==> src/rtl/bcd_tick_pkg.sv <==
// bcd_tick_pkg: BCD digit types and single-digit increment, decrement and saturation helpers.
package bcd_tick_pkg;

    localparam int BCD_DIGIT_W = 4;

    typedef logic [BCD_DIGIT_W-1:0] bcd_digit_t;

    localparam bcd_digit_t BCD_MAX = 4'd9;
    localparam bcd_digit_t BCD_MIN = 4'd0;

    function automatic logic [BCD_DIGIT_W:0] bcd_digit_inc(input bcd_digit_t d);
        return (d >= BCD_MAX) ? {1'b1, BCD_MIN} : {1'b0, d + 4'd1};
    endfunction

    function automatic logic [BCD_DIGIT_W:0] bcd_digit_dec(input bcd_digit_t d);
        return (d == BCD_MIN) ? {1'b1, BCD_MAX} : {1'b0, d - 4'd1};
    endfunction

    function automatic bcd_digit_t bcd_sat(input bcd_digit_t d);
        return (d > BCD_MAX) ? BCD_MAX : d;
    endfunction

endpackage

==> src/rtl/sync_edge_detect.sv <==
// sync_edge_detect: synchronizes an asynchronous divided clock and emits a rise pulse
// that is suppressed for SYNC_STAGES+1 cycles after reset release.
module sync_edge_detect #(
    parameter int SYNC_STAGES = 2
) (
    input  logic clk_in,
    input  logic reset,
    input  logic tick_src,
    output logic rise
);

    localparam int ARM_CYC = SYNC_STAGES + 1;
    localparam int CW      = $clog2(ARM_CYC + 1);

    logic [SYNC_STAGES-1:0] sync_q;
    logic                   prev;
    logic [CW-1:0]          arm_cnt;
    logic                   arm;

    // A source held high through reset reaches sync_out before arm rises, so it never qualifies.
    assign arm  = (arm_cnt == CW'(ARM_CYC));
    assign rise = sync_q[SYNC_STAGES-1] & ~prev & arm;

    always_ff @(posedge clk_in or negedge reset) begin
        if (!reset) begin
            sync_q  <= '0;
            prev    <= 1'b0;
            arm_cnt <= '0;
        end else begin
            sync_q  <= {sync_q[SYNC_STAGES-2:0], tick_src};
            prev    <= sync_q[SYNC_STAGES-1];
            if (!arm) arm_cnt <= arm_cnt + CW'(1);
        end
    end

endmodule

==> src/rtl/bcd_tick_counter.sv <==
// bcd_tick_counter: counts synchronized rising edges of a divided clock in a BCD up/down counter.
// Optional sticky overflow flag enabled by BCD_TICK_COUNTER_OVF_STICKY_EN.
module bcd_tick_counter
    import bcd_tick_pkg::*;
#(
    parameter int DIGITS      = 4,
    parameter int SYNC_STAGES = 2
) (
    input  logic                  clk_in,
    input  logic                  reset,
    input  logic                  tick_src,
    input  logic                  en,
    input  logic                  up,
    input  logic                  clear,
    input  logic                  load,
    input  logic [4*DIGITS-1:0]   load_val,
    output logic [4*DIGITS-1:0]   count,
    output logic                  tick,
    output logic                  wrap
`ifdef BCD_TICK_COUNTER_OVF_STICKY_EN
    ,
    output logic                  ovf_sticky
`endif
);

    localparam int W = 4 * DIGITS;

    logic          rise;
    logic          step;
    logic [DIGITS:0] c;
    logic [W-1:0]  stepped;
    logic [W-1:0]  sat_val;

    sync_edge_detect #(.SYNC_STAGES(SYNC_STAGES)) u_sync (
        .clk_in  (clk_in),
        .reset   (reset),
        .tick_src(tick_src),
        .rise    (rise)
    );

    assign c[0] = 1'b1;
    assign step = rise & en & ~clear & ~load;

    // c[i] is the carry/borrow into digit i; c[DIGITS] set means the whole count rolled over.
    genvar i;
    generate
        for (i = 0; i < DIGITS; i++) begin : g_digit
            bcd_digit_t        d;
            logic [4:0]        r;
            assign d                    = count[4*i +: 4];
            assign r                    = up ? bcd_digit_inc(d) : bcd_digit_dec(d);
            assign stepped[4*i +: 4]    = c[i] ? r[3:0] : d;
            assign c[i+1]               = c[i] & r[4];
            assign sat_val[4*i +: 4]    = bcd_sat(load_val[4*i +: 4]);
        end
    endgenerate

    always_ff @(posedge clk_in or negedge reset) begin
        if (!reset) begin
            count <= '0;
            tick  <= 1'b0;
            wrap  <= 1'b0;
        end else begin
            tick <= rise;
            wrap <= step & c[DIGITS];
            if (clear)     count <= '0;
            else if (load) count <= sat_val;
            else if (step) count <= stepped;
        end
    end

`ifdef BCD_TICK_COUNTER_OVF_STICKY_EN
    always_ff @(posedge clk_in or negedge reset) begin
        if (!reset)                  ovf_sticky <= 1'b0;
        else if (clear)              ovf_sticky <= 1'b0;
        else if (step & c[DIGITS])   ovf_sticky <= 1'b1;
    end
`endif

endmodule

==> config.mk <==
export PLATFORM = sky130hd
export DESIGN_NAME = bcd_tick_counter
export DESIGN_NICKNAME = d
export VERILOG_FILES = /design/src/rtl/bcd_tick_pkg.sv /design/src/rtl/sync_edge_detect.sv /design/src/rtl/bcd_tick_counter.sv
export SDC_FILE = /design/constraint.sdc
export NUM_CORES = 1
export LEC_CHECK = 0
export ABC_AREA = 1
export CAP_MARGIN = 5
export CORE_ASPECT_RATIO = 0.75
export CORE_MARGIN = 2
export CORE_UTILIZATION = 55
export CTS_CLUSTER_SIZE = 16
export DETAILED_ROUTE_END_ITERATION = 16
export PLACE_DENSITY = 0.9
export SYNTH_ARGS = -nofsm -noshare
export SYNTH_HDL_FRONTEND = slang
export SYNTH_SLANG_ARGS = --single-unit
export TNS_END_PERCENT = 10
==> constraint.sdc <==
create_clock -name clk_in -period 4.7 [get_ports clk_in]
set_input_delay 0.47 -clock clk_in [delete_from_list [all_inputs] [get_ports clk_in]]
set_output_delay 0.47 -clock clk_in [all_outputs]
set_load 0.03 [all_outputs]
==> results.md, run 1 <==
- Clk_lat worst skew: 0.27 ns
- CTS tree: done
- Max clock buf depth: 2
- Run status: finished clean
- Post-CTS Resized: 0
- Synth Register Bits: 23
- Proportion of netlist area held by the largest area contributor: 28.79%
- Total routing usage reported by global routing: 25.71%
- I/O Buffers: 40
- DRC viols: 0
- Worst hold path class: reg2reg
- Worst Path Required: 4.91 ns
- Post-DP HPWL: 3740 um
- Critical path's slowest cell: clkdlybuf4s50_1
- Period minus WS final: 2.150 ns
- Dpl ws: 2.308 ns
- CTS Buf Count: 3
- Clock Sinks: 23
- Setup ws final: 2.550 ns
- Worst slew pin tran: 1.088 ns
- Achievable clock frequency: 0.4652 GHz
- Design Area, Final: 2434 um2
- Routed wire length per instance: 13.74 um
- Final nets: 364
- Synth area leaders: dfrtp_1, nand2_1, ha_1
- Placed cells: 362
- GR Overflow Total: 0
- Die Span X: 73.62 um
- Final GP Congestion: 0.8872
- Max cap viols: 0
- Worst r2r src: count[4]
- Critical Path Fanout Max: 18
- Final WL: 5029 um
- Critical path origin: up
- Vias in the first global route: 1,901
- Root Driver: clkbuf_8
- VDD IR max: 0.1732 mV
- Hold buffer count at cts: 0
- Placeable core area: 3378 um2
- CP max stage delay: 0.78 ns
- Routed vias: 2,093
- P&R area growth vs syn: 21.71%
- Seq/Total Area, Yosys: 28.79%
- Leading area contributor after synthesis: dfrtp_1
- Synth warn: 0
- Worst slew margin: 27.26%
- Fin crit share: 45.74%
- Most frequent cells in the layout: nand2_1, clkdlybuf4s50_1, nand3_1
- Pin count of the biggest net entering global routing: 24
- First-pass GRT wire length: 8424 um
- Synth unique cells: 30
- Commonest non-fill, non-tap cell in the layout: nand2_1
- Worst Hold Launch: u_sync.sync_q[0]
- Setup TNS: 0 ns
- # IOs: 41
- Post-CTS Setup Inserts: 0
- Pwr Density: 278.2 nW/um2
- Non-Filler Instances: 366
- Diodes inserted: 0
- Critical path arrival: 2.36 ns
- Antenna viol nets, final: 0
- Crit-path cells: clkdlybuf4s50_1, inv_2, nand3_2, a21oi_2, nand3_2, nand2_2, nand2_1, nand2_1
- P_leak: 1.233 nW
- H-Tree Depth: 1
- Share of cells above drive strength 1: 11.35%
- Die area: 4139 um2
- Reg clk slew, reported paths: 0.09 ns
- Synth Net Count: 326
- Setup Skew: 0.003360 ns
- Max Slew Vio Count: 0
- FP Rows: 18
- Mapped Cells: 289
- Initial Utilization: 59.19%
- Syn Std Cell Area: 1999 um2
- Fin Hold WS: 0.3561 ns
- Unrepaired setup endpoints after global routing: false
- Critical path type: in2reg
- Die H: 56.22 um
- Initial antenna violation count: 0
- DR pass1 iterations: 5
- Final Setup Violations: 0
- Vias per inst: 5.719
- Placement Cell Area: 2387 um2
- 1st-iter DRT viols: 196
- Hold Violations, Final: 0
- CP Capture Type: register
- Avg Cell Area, Syn: 6.918 um2
- Nature of the critical path startpoint: input port
critical path, delay by kind of cell:
| kind | cells | cell delay (ns) |
|---|---|---|
| buf+inv | 2 | 1.15 |
| compound gates | 1 | 0.17 |
| simple gates | 5 | 0.57 |
cell families (layout without fill, tap and decap cells):
kind of cell,count (synthesis),count (layout),share of synthesized area [%]
fa+ha+maj,14,14,8.761
simple gates,167,167,38.99
buf+inv,44,81,10.33
xor+xnor,7,7,3.066
flops,23,23,28.79
compound gates,33,33,9.512
mux,1,1,0.5632
layer usage:
| metal | track usage [%] | vias up | routed length, um |
|---|---|---|---|
| li1 | - | 1002 | - |
| met1 | 34.68 | 973 | 2181 |
| met2 | 40.56 | 109 | 2373 |
| met3 | 6.522 | 9 | 411 |
| met4 | 7.013 | 0 | 63 |
| met5 | 0 | - | 0 |
per-stage QoR:
stage	util (%)	power (mW)
floorplan	-	0.4496
global placement	70.67	0.5334
detailed placement	70.67	0.5427
CTS	72.04	0.6743
global route	72.04	0.7219
finish	72.04	0.6769
power by group:
group	switching, mW	total, mW	internal (mW)
Sequential	0.0340	0.250	0.215
Clock	0.0715	0.131	0.0595
Combinational	0.180	0.296	0.116
path summary, 6_finish.rpt:
path                               endpoint  slack (ns)  cells after the start
setup / recovery                  count[13]        2.55                      8
hold / removal             u_sync.sync_q[1]        0.36                      0
setup reg to reg                  count[13]        2.84                     11
hold reg to reg            u_sync.sync_q[1]        0.36                      0
max in group asynchronous              wrap        3.27                      1
min in group asynchronous  u_sync.sync_q[0]        0.78                      1
sequential cells by signal, summed over array words and instances (netlist names):
register	count
u_sync.arm_cnt	2
u_sync.prev	1
wrap	1
count	16
u_sync.sync_q	2
tick	1
Yosys cell counts, drive strengths merged:
library cell / number
nand2: 102
nand3: 39
inv: 37
dfrtp: 23
o21ai: 21
nor2: 18
ha: 14
a21oi: 7
buf: 7
nand4: 6
xor2: 5
o211ai: 3
nor3: 2
xnor2: 2
a31oi: 1
mux2: 1
o22ai: 1
cell type report:
type | count | area, um2
Clock buffer | 3 | 41.29
Inverter | 37 | 143.9
Fill cell | 268 | 944.7
Timing Repair Buffer | 40 | 400.4
Clock inverter | 1 | 5.005
Tap cell | 40 | 50.05
Sequential cell | 23 | 575.6
Multi-Input combinational cell | 222 | 1217
Power figures use the tool's default switching activity.
==> run 2, diff against run 1 <==
--- a/config.mk
+++ b/config.mk
@@ -9,10 +9,10 @@
 export CAP_MARGIN = 5
 export CORE_ASPECT_RATIO = 0.75
 export CORE_MARGIN = 2
-export CORE_UTILIZATION = 55
+export CORE_UTILIZATION = 47
 export CTS_CLUSTER_SIZE = 16
 export DETAILED_ROUTE_END_ITERATION = 16
-export PLACE_DENSITY = 0.9
+export PLACE_DENSITY = 0.82
 export SYNTH_ARGS = -nofsm -noshare
 export SYNTH_HDL_FRONTEND = slang
 export SYNTH_SLANG_ARGS = --single-unit
==> constraint.sdc (replaced) <==
create_clock -name clk_in -period 1.8 [get_ports clk_in]
set_input_delay 0.18 -clock clk_in [delete_from_list [all_inputs] [get_ports clk_in]]
set_output_delay 0.18 -clock clk_in [all_outputs]
set_load 0.03 [all_outputs]
==> results.md, run 2 (synthesized netlist as in run 1, its figures left out) <==
- Initial Utilization: 49.02% (-10 points)
- Worst R2R Setup Slack: 0.14 ns (-2.70 ns)
- FF-to-FF path depth: 10 (-1)
- Share of cells above drive strength 1: 15.63% (+4.3 points)
- Worst slew pin tran: 0.3559 ns (-0.7318 ns)
- GR Overflow Total: 0 (unchanged)
- Commonest non-fill, non-tap cell in the layout: nand2_1
- VDD IR max: 0.5341 mV (+210%)
- Max Slew Vio Count: 0 (unchanged)
- Sw Share: 41.10% (-1.1 points)
- Hold buffer count at cts: 0 (unchanged)
- Die H: 60.49 um (+7.6%)
- Worst Path Required: 1.62 ns (-3.29 ns)
- Reg area: 578.1 um2 (+0.43%)
- Clock power share: 18.7% (-0.6 points)
- WP buf/inv: 1 (-1)
- Max cap viols: 0 (unchanged)
- Reg clk slew, reported paths: 0.09 ns (about the same)
- Pin count of the biggest net entering global routing: 24 (unchanged)
- Routed vias: 2,059 (-1.6%)
- Antenna viol nets, final: 0 (unchanged)
- Die Span X: 79.32 um (+7.7%)
- Vias per inst: 5.226 (-8.6%)
- P_leak: 1.306 nW (+5.9%)
- Hold Violations, Final: 0 (unchanged)
- Placeable core area: 4079 um2 (+21%)
- Worst path top cell family by delay: buffers and inverters
- Die area: 4797 um2 (+16%)
- CP max stage delay: 0.73 ns (-0.05 ns)
- Pwr Density: 702.0 nW/um2 (+150%)
- Critical path type: reg2out
- DR pass1 iterations: 4 (-1)
- Period minus WS final: 1.681 ns
- Reg with most FFs: count
- Critical path arrival: 1.50 ns (-0.86 ns)
- Critical path's slowest cell: clkdlybuf4s50_1
- Setup Skew: 0.003334 ns (-0.00002537 ns)
- Nature of the critical path startpoint: register
- Vias in the first global route: 1,839 (-3.3%)
- Final Setup Violations: 0 (unchanged)
- FP Rows: 20 (+2)
- First-pass GRT wire length: 8259 um (-2.0%)
- Root Driver: clkbuf_8
- Reg2reg end: count[12]
- Int Power: 1.059 mW (+170%)
- Initial antenna violation count: 0 (unchanged)
- Max clock buf depth: 2 (unchanged)
- Unrepaired setup endpoints after global routing: false
- Fin crit share: 93.39%
- Sequential power share: 35.3% (-1.6 points)
- Worst r2r src: count[9]
- Achievable clock frequency: 0.5949 GHz
- Fill cell count: 368 (+37%)
- H-Tree Depth: 1 (unchanged)
- Final WL: 4869 um (-3.2%)
- Worst hold path class: in2async
- P&R area growth vs syn: 28.04%
- Final nets: 377 (+3.6%)
- I/O Buffers: 40 (unchanged)
- Diodes inserted: 0 (unchanged)
- Psw: 0.7385 mW (+160%)
- Regs by FF count: count (16), u_sync.arm_cnt (2), u_sync.sync_q (2)
- Clk_lat worst skew: 0.27 ns (about the same)
- DRC viols: 0 (unchanged)
- CTS Buf Count: 3 (unchanged)
- Area of the multi-input gates: 1220 um2 (+0.21%)
- Total routing usage reported by global routing: 21.96% (-3.7 points)
- Run status: finished clean
- 1st-iter DRT viols: 121 (-38%)
- CTS tree: done
- Setup TNS: 0 ns (unchanged)
- Post-DP HPWL: 3828 um (+2.3%)
- Final GP Congestion: 0.8798 (-0.83%)
- Critical Path Fanout Max: 8 (-10)
- Crit-path cells: clkdlybuf4s50_1
- # IOs: 41 (unchanged)
- CP Capture Type: output pin
- Combinational Power Share: 46.0% (+2.2 points)
- Clock Sinks: 23 (unchanged)
- Worst slew margin: 76.27% (+49 points)
- Fin Hold WS: 0.2710 ns (-0.08518 ns)
- Routed wire length per instance: 12.36 um (-10%)
- Largest register FFs: 16 (unchanged)
- Most frequent cells in the layout: nand2_1, clkdlybuf4s50_1, nand3_1
==> run 2: area by class of cell <==
type	instances	area share, %
multi-input cells	222	47.65
flip-flops and latches	23	22.58
repair buffers	53	19.55
inverters	37	5.621
well taps	55	2.688
clock buffers	3	1.613
clock inverters	1	0.2933
==> run 2: worst max-delay path by stage <==
stage | start | end | cells past startpoint
global route | count[1] | count[13] | 10
CTS | count[6] | count[6] | 1
finish | count[11] | count[11] | 1
floorplan | count[4] | count[11] | 12
detailed placement | count[9] | count[12] | 9
global placement | count[9] | count[12] | 9
==> run 2: what timing repair did <==
| action | in CTS | in global routing |
|---|---|---|
| resized for setup | 0 | 4 |
| setup buffers | 0 | 0 |
| endpoints found under the setup margin | 0 | 6 |
==> run 2: power groups by stage <==
stage                     Clock (mW)  Combinational [mW]  Sequential (mW)
after global placement             0               0.797            0.641
final                          0.336               0.827            0.634
after floorplan                    0               0.456            0.719
after CTS                      0.341               0.821            0.633
after global routing           0.362               0.920            0.644
after detailed placement           0               0.816            0.643
==> run 2: per-layer routing <==
metal  up-vias  track usage, %  share of wire (%)
met4         0           3.941               0.25
met2        78           36.56                 45
met1       948           30.37                 47
met3         2           4.762                7.4
met5         -               0                  0
li1       1031               -                  -
==> run 2: per-stage QoR <==
step	setup slack [ns]	std cells	total power [mW]	area [um2]	util [%]
after floorplan	0.03081	289	1.174	1999	-
after global placement	0.2139	390	1.438	2504	61.38
after detailed placement	0.09820	390	1.459	2504	61.38
after CTS	0.02169	394	1.795	2552	62.58
after global routing	0.02229	394	1.926	2560	62.76
final	0.1190	394	1.797	2560	62.76
